[config.mk]
export PLATFORM = sky130hd
export DESIGN_NAME = rom_loader
export DESIGN_NICKNAME = d
export VERILOG_FILES = /design/src/rtl/ace_pkg.sv /design/src/rtl/rom_loader.sv
export SDC_FILE = /design/constraint.sdc
export NUM_CORES = 1
export LEC_CHECK = 0
export BUFFER_PORTS_ARGS = -buffer_cell sky130_fd_sc_hd__buf_4
export CORE_ASPECT_RATIO = 0.7
export CORE_MARGIN = 10
export CORE_UTILIZATION = 48
export CTS_CLUSTER_SIZE = 30
export DETAILED_ROUTE_END_ITERATION = 8
export MAX_ROUTING_LAYER = met4
export PLACE_DENSITY_LB_ADDON = 0.25
export SLEW_MARGIN = 10
export SYNTH_ARGS = -nofsm -noshare
export SYNTH_HDL_FRONTEND = slang
export SYNTH_SLANG_ARGS = --single-unit
[constraint.sdc]
create_clock -name clk -period 3.6 [get_ports clk]
set_input_delay 0 -clock clk [delete_from_list [all_inputs] [get_ports clk]]
set_output_delay 0 -clock clk [all_outputs]
set_load 0.03 [all_outputs]
[src/rtl/ace_pkg.sv]
// Shared types and sizing for the system ROM image loader.
package ace_pkg;

  typedef enum logic [1:0] {
    IDLE,
    LOAD,
    LAST,
    DONE
  } loader_state_t;

  localparam int unsigned ROM_AW    = 13;
  localparam int unsigned ROM_DEPTH = 8192;

endpackage

[src/rtl/rom_loader.sv]
// Streams a boot image into the ROM/shadow RAM from address 0, holds the CPU
// in reset until the image is complete and keeps an 8-bit additive checksum.
module rom_loader
  import ace_pkg::*;
#(
  parameter int unsigned AW    = ROM_AW,
  parameter int unsigned DEPTH = ROM_DEPTH
) (
  input  logic          clk,
  input  logic          rst_n,
  input  logic          start,
  input  logic [7:0]    in_data,
  input  logic          in_valid,
  output logic          in_ready,
  output logic [AW-1:0] mem_a,
  output logic [7:0]    mem_din,
  output logic          mem_we,
  output logic          busy,
  output logic          done,
  output logic          cpu_rst_n,
  output logic [7:0]    checksum
);

  localparam logic [AW-1:0] LAST_ADDR = AW'(DEPTH - 1);

  loader_state_t state_q, state_d;
  logic [AW-1:0] addr_q, addr_d;
  logic [AW-1:0] mem_a_q, mem_a_d;
  logic [7:0]    mem_din_q, mem_din_d;
  logic [7:0]    checksum_q, checksum_d;
  logic          mem_we_q, mem_we_d;
  logic          in_ready_q, in_ready_d;
  logic          busy_q, busy_d;
  logic          done_q, done_d;
  logic          cpu_rst_n_q, cpu_rst_n_d;
  logic          accept;

  always_comb begin
    state_d    = state_q;
    addr_d     = addr_q;
    mem_a_d    = mem_a_q;
    mem_din_d  = mem_din_q;
    checksum_d = checksum_q;
    mem_we_d   = 1'b0;
    accept     = in_valid && in_ready_q;

    unique case (state_q)
      IDLE, DONE: begin
        if (start) begin
          state_d    = LOAD;
          addr_d     = '0;
          checksum_d = '0;
        end
      end
      LOAD: begin
        if (accept) begin
          mem_we_d   = 1'b1;
          mem_a_d    = addr_q;
          mem_din_d  = in_data;
          checksum_d = checksum_q + in_data;
          // The address parks on the final location instead of wrapping.
          if (addr_q == LAST_ADDR) begin
            state_d = LAST;
          end else begin
            addr_d = addr_q + 1'b1;
          end
        end
      end
      LAST: begin
        state_d = DONE;
      end
      default: begin
        state_d = IDLE;
      end
    endcase

    // Status outputs are registered copies decoded from the next state.
    in_ready_d  = (state_d == LOAD);
    busy_d      = (state_d == LOAD) || (state_d == LAST);
    done_d      = (state_d == DONE);
    cpu_rst_n_d = (state_d == DONE);
  end

  always_ff @(posedge clk) begin
    if (!rst_n) begin
      state_q     <= IDLE;
      addr_q      <= '0;
      mem_a_q     <= '0;
      mem_din_q   <= '0;
      mem_we_q    <= 1'b0;
      in_ready_q  <= 1'b0;
      busy_q      <= 1'b0;
      done_q      <= 1'b0;
      cpu_rst_n_q <= 1'b0;
      checksum_q  <= '0;
    end else begin
      state_q     <= state_d;
      addr_q      <= addr_d;
      mem_a_q     <= mem_a_d;
      mem_din_q   <= mem_din_d;
      mem_we_q    <= mem_we_d;
      in_ready_q  <= in_ready_d;
      busy_q      <= busy_d;
      done_q      <= done_d;
      cpu_rst_n_q <= cpu_rst_n_d;
      checksum_q  <= checksum_d;
    end
  end

  assign in_ready  = in_ready_q;
  assign mem_a     = mem_a_q;
  assign mem_din   = mem_din_q;
  assign mem_we    = mem_we_q;
  assign busy      = busy_q;
  assign done      = done_q;
  assign cpu_rst_n = cpu_rst_n_q;
  assign checksum  = checksum_q;

endmodule

==> run metrics <==
Port Buffers 45; pin count of the biggest net entering global routing 42; crit-path max FO 23; total grt overflow 0; chip height just under 80 um; clk slew on worst S/H paths 90 ps; Mapped Nets roughly 290; maximum clock frequency ~440 MHz; Skew-Pair Late Insertion Delay 290 ps; count of pins over their slew limit 0; Tightest Pin Transition 604 ps; Synth Flop Type dfxtp_1; CP arrival 2450 ps; PwrDens a little under 400 mW/mm^2; PostCTS Resize Cnt 0; maxcap violations 0; Initial Util 48.9%; CP required 3790 ps; Post-synth EDFFs 0; number of library cell types mapped by synthesis 43; combinational share of power 11.7%; final period utilization 62.8%; net switching power around 250 uW; Core ar. 0.00473 mm^2; worst vdd ir around 250 uV; nets 344; placer congestion estimate 0.856; Commonest cells post-synth 54 x nand2_1, 48 x dfxtp_1, 24 x a21boi_0, 17 x nand3_1, 17 x nor2_1; largest family of logic cells by synthesized area simple AND/OR/NAND/NOR gates; wire per inst between 10 and 15 um; Setup TNS 0 ps; global-route wire length before repair 9390 um; DR vias/cell 5.22; sequential share of power between 40% and 50%; TritonRoute pass-1 iters 4; Die Wd between 100 and 150 um; post-synthesis adder-cell area fraction 7.36%; final setup vio count 0; multiplexer share of the synthesized area less than 1%; clock share of power roughly two fifths; post-route design area ~0.0029 mm^2; ant diodes 0; antenna violations before repair 0; xor/xnor cell area share of the yosys netlist 5.68%; Worst Hold Class in -> reg; Setup crit end kind register; Synth area leaders dfxtp_1 42%, nand2_1 8.8%, a21boi_0 7.8%; vias in the first global route approximately 1900; Final min period 2260 ps; die area 0.00804 mm^2; via count of the routed design just under 2000; R2R cell count 9; drt drc 0; share of synthesized flip-flops with an asynchronous set or reset 0%; status completed; Fin. Hold Viols 0; # rows 21; share of post-route cells with drive strength above 1 20.4%; # clock sinks between 40 and 50; GRT Overall Usage roughly 14%; CTS Buf Count 5; CTS HTree Levels 2; post-synthesis simple-gate area fraction 24.2%; Area Growth Syn to Fin 25.2%; most common cell in the synthesized netlist nand2_1; fillers 430; Mapped Area 0.00231 mm^2; Yosys reg bits 48; DR iter-0 viols 96; Syn Area/Cell 8.60 um^2; critical path class reg -> reg; RSZ-0062 raised after global routing false; Leakage 1.18 nW; Pint 863 uW; Synth warnings 0; placed cell areas 0.00270 mm^2; Sw Share 22.7%; Critical Path Start Type register; Relative slew margins between 50% and 60%; clock skew 5.62 ps; Root Driver clkbuf_8; overall routed net length 5410 um; Top Ports 46; clock tree buffer depth 2; Syn Inst Count 269; area fraction of the dominant cell type after synthesis 41.5%; CTS tree yes; Final ANT Viol Nets 0; Yosys top cell by area dfxtp_1; Synth Area in Compound Gates 17.3%; DP HPWL between 3000 and 4000 um; worst hold path depth 3; post-synthesis sequential area ratio 41.5%
==> logic make-up after synthesis <==
kind of cell,Yosys count
and+or+nand+nor,117
AOI/OAI and AO/OA,55
DFF,48
buffers and inverters,20
xor gates and xnor gates,15
adders and majority gates,13
muxes,1
==> placed cells by master, fill, tap and decap left out, types with 9 or more instances in the layout <==
cell	Yosys	layout
a21boi_0	24	24
a21oi_1	9	9
buf_4	1	49
dfxtp_1	48	48
ha_1	12	12
nand2_1	54	54
nand3_1	17	17
nor2_1	17	17
xor2_1	10	10
==> final cells by class <==
cell class | count | area (um^2) | area share, %
multi-input combinational | 201 | 1270 | 43.9
sequential | 48 | 961 | 33.2
timing repair buffer | 56 | 438 | 15.1
tap | 57 | 71.3 | 2.46
clock buffer | 5 | 68.8 | 2.38
clock inverter | 2 | 60.1 | 2.07
inverter | 7 | 26.3 | 0.907
==> worst paths after layout <==
| kind | startpoint | to | slack [ps] |
|---|---|---|---|
| worst min-delay path | in_data[5] | mem_din[5] | 20 |
| worst max-delay path | state_q[1] | addr_q[1] | 1340 |
| worst max register to register | state_q[1] | addr_q[1] | 1340 |
| worst min register to register | mem_a[8] | mem_a[8] | 460 |
==> routing by layer <==
metal | vias to the layer above | track usage [%] | wire length [um]
met4 | 0 | 3.19 | 42
met3 | 4 | 4.20 | 378
li1 | 1010 | - | -
met1 | 900 | 20.3 | 2810
met5 | - | - | 0
met2 | 50 | 19.6 | 2180
==> registers in the layout, summed over array words and instances, names as in the netlist <==
name and cells:
busy 1, in_ready 1, addr_q 13, mem_we 1, checksum 8, cpu_rst_n 1, mem_din 8, mem_a 13
state_q 2
==> stage by stage <==
stage	std cells	utilization, %	worst slack (ps)	power [mW]	hold WS [ps]
floorplan	269	-	1620	0.636	145
global placement	362	57.0	1450	0.677	276
detailed placement	362	57.0	1350	0.679	282
CTS	376	61.2	1330	1.13	14.6
global route	376	61.2	1100	1.16	1.22
finish	376	61.2	1340	1.12	15.8
==> power by group through the flow <==
stage | Combinational (mW) | Clock, mW | Sequential (mW)
after floorplan | 0.0690 | 0 | 0.567
after global placement | 0.122 | 0 | 0.556
after detailed placement | 0.123 | 0 | 0.556
after CTS | 0.130 | 0.456 | 0.543
after global routing | 0.145 | 0.473 | 0.545
final | 0.130 | 0.443 | 0.543
==> critical path: stages (launching register included) <==
cell and delay (ps):
dfxtp_1 330, inv_1 70, ha_1 460, and3_1 260, buf_4 290, nor2_1 80, nor2_1 280, nand2_1 130
a22oi_1 210, nor2b_1 60
==> timing repair <==
item                                   4_1_cts  5_1_grt
endpoints found under the hold margin        7        0
hold buffers                                 7        0
buffers inserted                             0        0
(Power assumes the default switching activity.)
